File: config.mk
export PLATFORM = sky130hd
export DESIGN_NAME = eth_uplink_mux
export DESIGN_NICKNAME = d
export VERILOG_FILES = /design/src/rtl/eth_pkg.sv /design/src/rtl/eth_rr_arbiter.sv /design/src/rtl/eth_uplink_mux.sv
export SDC_FILE = /design/constraint.sdc
export NUM_CORES = 1
export LEC_CHECK = 0
export ABC_AREA = 1
export BUFFER_PORTS_ARGS = -buffer_cell sky130_fd_sc_hd__buf_2
export CAP_MARGIN = 10
export CORE_AREA = 2 2 120 122
export DETAILED_ROUTE_END_ITERATION = 16
export DIE_AREA = 0 0 122 124
export PLACE_DENSITY = 0.76
export SYNTH_ARGS = -nofsm -noshare
export SYNTH_HDL_FRONTEND = slang
export SYNTH_SLANG_ARGS = --single-unit
File: constraint.sdc
create_clock -name i_clk -period 3.3 [get_ports i_clk]
set_clock_uncertainty 0.1 [all_clocks]
set_input_delay 0.66 -clock i_clk [delete_from_list [all_inputs] [get_ports i_clk]]
set_output_delay 0.66 -clock i_clk [all_outputs]
set_load 0.05 [all_outputs]
File: src/rtl/eth_pkg.sv
// Shared definitions for the uplink mux: FSM encoding, abort-beat constants
// and a constant-evaluable clog2 used for parameter-derived widths.
package eth_pkg;

    typedef enum logic [1:0] {
        ST_IDLE  = 2'd0,
        ST_XFER  = 2'd1,
        ST_ABORT = 2'd2,
        ST_DROP  = 2'd3
    } state_t;

    // Abort beat marks exactly one valid byte and flags the frame as errored
    localparam logic ABORT_KEEP_LSB = 1'b1;
    localparam logic ABORT_USER     = 1'b1;

    function automatic int clog2(input int v);
        int r;
        r = 0;
        while ((1 << r) < v) r++;
        return r;
    endfunction

endpackage

File: src/rtl/eth_rr_arbiter.sv
// Combinational packet arbiter: optional strict priority for ch0, otherwise
// first requester at or after the round-robin pointer, wrapping at NUM_CH.
module eth_rr_arbiter
    import eth_pkg::*;
#(
    parameter int NUM_CH   = 3,
    parameter int PRIO_CH0 = 1,
    parameter int PTR_W    = clog2(NUM_CH)
) (
    input  logic [NUM_CH-1:0] req,
    input  logic [PTR_W-1:0]  ptr,
    output logic [NUM_CH-1:0] grant
);

    logic found;
    int   idx;

    always_comb begin
        grant = '0;
        found = 1'b0;
        idx   = 0;
        if (PRIO_CH0 != 0 && req[0]) begin
            grant[0] = 1'b1;
            found    = 1'b1;
        end
        for (int i = 0; i < NUM_CH; i++) begin
            idx = (int'(ptr) + i) % NUM_CH;
            if (!found && req[idx]) begin
                grant[idx] = 1'b1;
                found      = 1'b1;
            end
        end
    end

endmodule

File: src/rtl/eth_uplink_mux.sv
// Packet-atomic N:1 AXI-Stream mux for the uplink TX MAC with a registered
// output stage and a stall watchdog that terminates starved packets.
module eth_uplink_mux
    import eth_pkg::*;
#(
    parameter int NUM_CH   = 3,
    parameter int DATA_W   = 64,
    parameter int PRIO_CH0 = 1,
    parameter int TIMEOUT  = 1024,
    localparam int KEEP_W  = DATA_W / 8
) (
    input  logic                     i_clk,
    input  logic                     i_rst,
    input  logic [NUM_CH-1:0]        s_axis_tvalid,
    input  logic [NUM_CH*DATA_W-1:0] s_axis_tdata,
    input  logic [NUM_CH*KEEP_W-1:0] s_axis_tkeep,
    input  logic [NUM_CH-1:0]        s_axis_tlast,
    input  logic [NUM_CH-1:0]        s_axis_tuser,
    output logic [NUM_CH-1:0]        s_axis_tready,
    output logic                     m_axis_tvalid,
    output logic [DATA_W-1:0]        m_axis_tdata,
    output logic [KEEP_W-1:0]        m_axis_tkeep,
    output logic                     m_axis_tlast,
    output logic                     m_axis_tuser,
    input  logic                     m_axis_tready,
    output logic [NUM_CH-1:0]        o_grant,
    output logic                     o_abort
);

    localparam int PTR_W  = clog2(NUM_CH);
    localparam int WD_W   = (clog2(TIMEOUT + 1) < 1) ? 1 : clog2(TIMEOUT + 1);
    localparam int WD_LIM = (TIMEOUT > 0) ? TIMEOUT - 1 : 0;

    state_t              state, state_nxt;
    logic [NUM_CH-1:0]   grant, arb_grant;
    logic [PTR_W-1:0]    gidx, arb_idx, ptr;
    logic [WD_W-1:0]     wd;

    logic                sel_valid, sel_last, sel_user;
    logic [DATA_W-1:0]   sel_data;
    logic [KEEP_W-1:0]   sel_keep;
    logic                out_free, accept, take_beat, load_abort, pkt_done, fire;

    eth_rr_arbiter #(
        .NUM_CH   (NUM_CH),
        .PRIO_CH0 (PRIO_CH0),
        .PTR_W    (PTR_W)
    ) u_arb (
        .req   (s_axis_tvalid),
        .ptr   (ptr),
        .grant (arb_grant)
    );

    always_comb begin
        arb_idx = '0;
        for (int i = 0; i < NUM_CH; i++)
            if (arb_grant[i]) arb_idx = PTR_W'(i);
    end

    always_comb begin
        sel_valid = s_axis_tvalid[gidx];
        sel_last  = s_axis_tlast[gidx];
        sel_user  = s_axis_tuser[gidx];
        sel_data  = s_axis_tdata[int'(gidx)*DATA_W +: DATA_W];
        sel_keep  = s_axis_tkeep[int'(gidx)*KEEP_W +: KEEP_W];
    end

    assign out_free = !m_axis_tvalid || m_axis_tready;
    assign o_grant  = grant;
    assign o_abort  = fire;

    always_ff @(posedge i_clk or posedge i_rst) begin
        if (i_rst) state <= ST_IDLE;
        else       state <= state_nxt;
    end

    // A late beat in the firing cycle is accepted, so fire requires !sel_valid
    always_comb begin
        state_nxt     = state;
        s_axis_tready = '0;
        accept        = 1'b0;
        take_beat     = 1'b0;
        load_abort    = 1'b0;
        pkt_done      = 1'b0;
        fire          = 1'b0;
        case (state)
            ST_IDLE: begin
                if (|s_axis_tvalid) state_nxt = ST_XFER;
            end
            ST_XFER: begin
                s_axis_tready = grant & {NUM_CH{out_free}};
                accept        = out_free && sel_valid;
                take_beat     = accept;
                if (accept && sel_last) begin
                    state_nxt = ST_IDLE;
                    pkt_done  = 1'b1;
                end else if (TIMEOUT != 0 && !sel_valid && wd == WD_W'(WD_LIM)) begin
                    fire      = 1'b1;
                    state_nxt = ST_ABORT;
                end
            end
            ST_ABORT: begin
                if (out_free) begin
                    load_abort = 1'b1;
                    state_nxt  = ST_DROP;
                end
            end
            ST_DROP: begin
                s_axis_tready = grant;
                accept        = sel_valid;
                if (accept && sel_last) begin
                    state_nxt = ST_IDLE;
                    pkt_done  = 1'b1;
                end
            end
            default: state_nxt = ST_IDLE;
        endcase
    end

    // Priority grants of ch0 leave the pointer alone so the RR pool keeps its turn
    always_ff @(posedge i_clk or posedge i_rst) begin
        if (i_rst) begin
            grant <= '0;
            gidx  <= '0;
            ptr   <= '0;
            wd    <= '0;
        end else begin
            if (state == ST_IDLE && |s_axis_tvalid) begin
                grant <= arb_grant;
                gidx  <= arb_idx;
                wd    <= '0;
            end
            if (pkt_done) begin
                grant <= '0;
                if (PRIO_CH0 == 0 || gidx != '0)
                    ptr <= (gidx == PTR_W'(NUM_CH - 1)) ? '0 : gidx + 1'b1;
            end
            if (state == ST_XFER) begin
                if (accept)          wd <= '0;
                else if (!sel_valid) wd <= wd + 1'b1;
            end
        end
    end

    always_ff @(posedge i_clk or posedge i_rst) begin
        if (i_rst) begin
            m_axis_tvalid <= 1'b0;
            m_axis_tdata  <= '0;
            m_axis_tkeep  <= '0;
            m_axis_tlast  <= 1'b0;
            m_axis_tuser  <= 1'b0;
        end else if (take_beat) begin
            m_axis_tvalid <= 1'b1;
            m_axis_tdata  <= sel_data;
            m_axis_tkeep  <= sel_keep;
            m_axis_tlast  <= sel_last;
            m_axis_tuser  <= sel_user;
        end else if (load_abort) begin
            m_axis_tvalid <= 1'b1;
            m_axis_tdata  <= '0;
            m_axis_tkeep  <= {{(KEEP_W-1){1'b0}}, ABORT_KEEP_LSB};
            m_axis_tlast  <= 1'b1;
            m_axis_tuser  <= ABORT_USER;
        end else if (m_axis_tready) begin
            m_axis_tvalid <= 1'b0;
        end
    end

endmodule

# Word-level counts from Yosys, hierarchy flattened
# Cells that the tools add are included.
[classes]
n_reduce_logical = 25
shifts = 2
muxes = 63
eq_ne = 9
n_div = 3
order_cmp = 7
bitwise = 4
add_sub_neg = 4
[op_table]
columns = ["cell", "n"]
rows = [
  ["indexed part select 192 x 9 -> 64 bit", 1],
  ["two-way mux 64 bit", 2],
  [">= comparator 32 x 1 -> 1 bit (second input constant)", 3],
  ["less-than comparator 32 x 4 -> 1 bit (second input constant)", 3],
  ["remainder unit 32 x 3 -> 32 bit (second input constant)", 2],
  ["two-way mux 11 bit", 4],
  ["remainder unit 3 x 3 -> 32 bit (second input constant)", 1],
  ["two-way mux 1 bit", 30],
  ["indexed part select 24 x 6 -> 8 bit", 1],
  ["two-way mux 8 bit", 2],
  ["two-way mux 3 bit", 5],
  ["two-way mux 2 bit", 7],
  ["binary-select mux 1 bit (select 2 bit)", 6],
  ["adder 11 x 1 -> 11 bit (second input constant)", 1],
  ["== test 11 x 10 -> 1 bit (second input constant)", 1],
  ["logical AND 1 bit", 11],
  ["one-hot mux 2 bit (4 select lines)", 1],
  ["demux 1 bit (select 2 bit)", 3],
  ["== test 2 bit (second input constant)", 3],
  ["inequality test 2 bit (second input constant)", 3],
  ["bitwise OR 3 bit", 2],
  ["one-hot mux 3 bit (2 select lines)", 1],
  ["nonzero test 2 bit", 3],
  ["logical NOT 1 bit", 5],
  ["other kinds (15)", 16],
]
[word_totals]
in_bits = 228
reg_bits = 95
out_inout_bits = 82
elab_cells = 127

# Depth between registers and ports, before layout
[logic_depth]
word_depth = 14
ltp_mapped = 12
ltp_nobuf = 12

# Cells and area by module
# Synthesis repeated with hierarchy kept, for this count alone.
[hier_totals]
hier_cells = 705
hier_area_um2 = 5412.7
[by_module_without_submodules]
columns = ["mod", "area_each_um2", "n_inst", "cells_per_inst", "seq_area_each_um2"]
rows = [
  ["eth_uplink_mux", 5152.4, 1, 658, 2377.3],
  ["eth_rr_arbiter", 260.2, 1, 47, 0.0],
]

# Least setup slack after synthesis
# Ideal clock, no wire load.
[synth_timing]
path_kind = "input to output"
startpoint = "in s_axis_tvalid[1]"
endpoint = "out o_abort"
arrival_time_ps = 2488
path_slack_ps = 52
stages = 4
required_time_ps = 2540
path_buffers = 1
cell_sequence = "nand3_2 -> nand3_2 -> buf_6 -> nor4_1"
[synth_between]
elab_chain_cells = 7
elab_cells_between_ends = 9
classes_between = "mux (5); reduce/logical (4)"
[synth_rtl]
columns = ["item", "line", "text"]
rows = [
  ["from (decl)", "eth_uplink_mux.sv:14", "input logic [NUM_CH-1:0] s_axis_tvalid,"],
  ["binary-select mux 1 bit (select 2 bit) (*)", "eth_uplink_mux.sv:61", "sel_valid = s_axis_tvalid[gidx];"],
  ["two-way mux 1 bit (not written as such) (*)", "eth_uplink_mux.sv:61", ""],
  ["logical NOT 1 bit", "-", ""],
  ["logical AND 1 bit", "eth_uplink_mux.sv:97", "end else if (TIMEOUT != 0 && !sel_valid && wd == WD_W'(WD_LIM)) begin"],
  ["two-way mux 1 bit", "eth_uplink_mux.sv:97", ""],
  ["two-way mux 1 bit (*)", "eth_uplink_mux.sv:94", "if (accept && sel_last) begin"],
  ["two-way mux 1 bit (*)", "eth_uplink_mux.sv:86", "case (state)"],
  ["to (decl)", "eth_uplink_mux.sv:27", "output logic o_abort"],
]
# Mark *: on every way between the ends. The rest lies on a longest branch, timed or not. The select of a mux whose other input is x is not followed.

# Worst setup path after layout
[layout_timing]
startpoint = "reg wd[0]"
endpoint = "out o_abort"
[layout_between]
elab_chain_cells = 5
[layout_rtl]
columns = ["item", "line", "text"]
rows = [
  ["from (decl)", "eth_uplink_mux.sv:37", "logic [WD_W-1:0] wd;"],
  ["from (signal assigned)", "eth_uplink_mux.sv:140", "else if (!sel_valid) wd <= wd + 1'b1;"],
  ["== test 11 x 10 -> 1 bit", "eth_uplink_mux.sv:97", ""],
  ["logical AND 1 bit", "eth_uplink_mux.sv:97", ""],
  ["two-way mux 1 bit", "eth_uplink_mux.sv:97", ""],
  ["two-way mux 1 bit", "eth_uplink_mux.sv:94", ""],
  ["two-way mux 1 bit", "eth_uplink_mux.sv:86", ""],
]
# No other way between the ends.

==> results.toml <==
[global_route]
grt_overflow_total = 0
grtUsageTotal = 0.234
antenna_found_initial = 2
grt_max_degree = 76
grt_pass1_wl_um = 27800
grt_pass1_vias = 5634

[sta]
min_period_over_period = 0.830
slew_violations = 0
tightest_slew_ns = 0.803
rsz0062_at_grt = "false"
relSlewSlack = 0.465
max_freq_mhz = 365
finalSetupTns_ns = 0
setup_viol = 0
final.setup.worst_slack_ns = 0.562
period_minus_slack_ns = 2.74
hold_viol_final = 0

[logic_synthesis]
yosysWarnings = 0
async_reset_ff_frac = 1.00
netlist.area_leader.share = 0.438
ys_types = 34
synthFlopType = "dfrtp_1"
synth.most_common_cell = "nand2_1"
synthesis.area_um2 = 5430
postSynthCellCount = 697
ys_ff_latch = 95
synth_edf_count = 0
yosys.area.top_type = "dfrtp_1"
syn_avg_cell_area_um2 = 7.79
synth_area_leaders = "dfrtp_1 (44%), nand2_1 (18%), a22o_1 (12%), nand3_1 (9.9%), buf_2 (2.2%)"
synthTopCellsByCount = "nand2_1 (254), nand3_1 (107), dfrtp_1 (95)"
yosysSeqAreaShare = 0.438
syn_nets = 930

[drt]
vias_per_cell = 5.16
ant_nets = 0
dr_total_vias = 6024
drc_errors = 0
first_pass_iters = 5
drtIter0Drc = 313
routed_wl_um = 17900
routedWlPerCell_um = 15.3

[clocking]
max-clock-path-buffers = 2
cts_buffers = 9
cts_sinks = 95
worst_skew_pair.late_latency_ns = 0.34
cts_tree = "yes"
clock-root-buffer = "clkbuf_16"
h-tree-depth = 3
postCtsSetupBuffers = 0
cts_resized = 0
path_clk_slew_ns = 0.07
cts_hold_buf = 0

[run]
drv_cap = 0

[floorplan]
die_y_um = 124
start_util = 0.396
die_x_um = 122
num_rows = 43
die_area_um2 = 15100
io_pins = 310
coreArea_um2 = 13700

[critical_path]
worstPathRequired_ns = 2.54
critPathLaunchType = "register"
end_kind = "output port"
crit_fanout = 4
cp_slowest_cell = "dfrtp_1"
cpMostUsedCell = "nand3_1"
crit_arrival_ns = 1.98
path_cells = "ha_1, nand3_1, nor2_1, nand3_1, nor4_1, buf_2"
crit_type = "register to output port"
max_stage_delay_ns = 0.39

[finish]
area_growth_syn_to_layout_pct = 36.6
drive_above_1_share = 0.363
nNetsFinal = 1215

[placement]
post-dp-hpwl_um = 13100
dpl_worst_slack_ns = 0.717
numPortBuffers = 309
place_congestion = 0.925

[power]
p_leak_nw = 4.15
power_density_nw_per_um2 = 1000
finalPower_mw = 7.43
ir_worst_vdd_mv = 0.506

[run_status]
status = "finished clean"

[min_path]
min_path_type = "input port to asynchronous set/reset pin"
-- metal layers --
metal	GRT usage	routed length [um]	vias to the layer above	share of wire
met5	0	13	-	0.00073
met4	0.0991	482	2	0.027
met3	0.0476	1240	34	0.070
met2	0.389	8680	256	0.49
met1	0.297	7430	2811	0.42
li1	-	-	2921	-
-- flip-flops by register name (all words and copies together), names as in the netlist, named ones only --
signal,flops
ptr,2
m_axis_tlast,1
m_axis_tdata,64
m_axis_tuser,1
state,1
m_axis_tvalid,1
wd,11
gidx,2
o_grant,3
m_axis_tkeep,8
-- per-stage QoR --
step | cell area, um2 | hold slack [ns] | instances | utilization
after floorplan | 5430 | 0.377 | 697 | -
after global placement | 7080 | 0.378 | 1151 | 0.516
after detailed placement | 7080 | 0.377 | 1151 | 0.516
after CTS | 7410 | 0.329 | 1167 | 0.540
after global routing | 7410 | 0.362 | 1168 | 0.540
final | 7410 | 0.303 | 1168 | 0.540
-- power by group --
group	switching (mW)	internal (mW)
registers	0.268	1.55
logic	3.14	1.32
clock network	0.451	0.704
-- layout by cell type (no fill, tap or decap), types with 2 or more instances in the layout --
cell,n
inv_1,29
a21oi_1,14
nand2_2,5
nand2_1,254
ha_1,5
nand3_2,3
nand4_1,3
nand3_1,107
o21ai_0,4
nor2_1,21
clkbuf_16,9
clkinvlp_4,2
a22oi_1,2
buf_2,309
a211oi_1,3
inv_2,12
nor3_1,2
a22o_1,72
o31ai_1,2
a31oi_1,3
buf_12,5
clkbuf_8,2
dfrtp_1,95
o21ai_1,6
bufinv_16,2
nor2_4,3
-- logic make-up after synthesis --
| group | count (synthesis) | share of synthesized area |
|---|---|---|
| compound gates | 110 | 0.157 |
| xor+xnor | 1 | 0.00161 |
| fa+ha+maj | 5 | 0.0115 |
| buf+inv | 83 | 0.0726 |
| flops | 95 | 0.438 |
| simple gates | 403 | 0.319 |
-- path summary, 6_finish.rpt --
kind / depth (start not counted) / from / to / slack, ns
hold / removal: 2 / i_rst / m_axis_tdata[16] / 0.30
min in group i_clk: 1 / m_axis_tdata[43] / m_axis_tdata[43] / 0.40
max in group asynchronous: 3 / i_rst / m_axis_tdata[12] / 2.09
setup / recovery: 6 / wd[0] / o_abort / 0.56
setup reg to reg: 9 / gidx[0] / register / 0.85
hold reg to reg: 1 / m_axis_tdata[43] / m_axis_tdata[43] / 0.40
-- cell type report --
cell class	instances	area [um2]
multi-input cells	519	2660
fillers	1334	6310
inverters	42	160
repair buffers	315	1650
diodes	1	2.50
flip-flops and latches	95	2380
well taps	180	225
clock buffers	11	253
clock inverters	5	80.1
-- worst max-delay path: cells and delay by family, from the launching register on --
family                     cells  cell delay (ns)
and+or+nand+nor                4             0.72
DFF                            1             0.39
buffers and inverters          1             0.33
adders and majority gates      1             0.20
No activity file was read; power rests on OpenSTA's default activity.
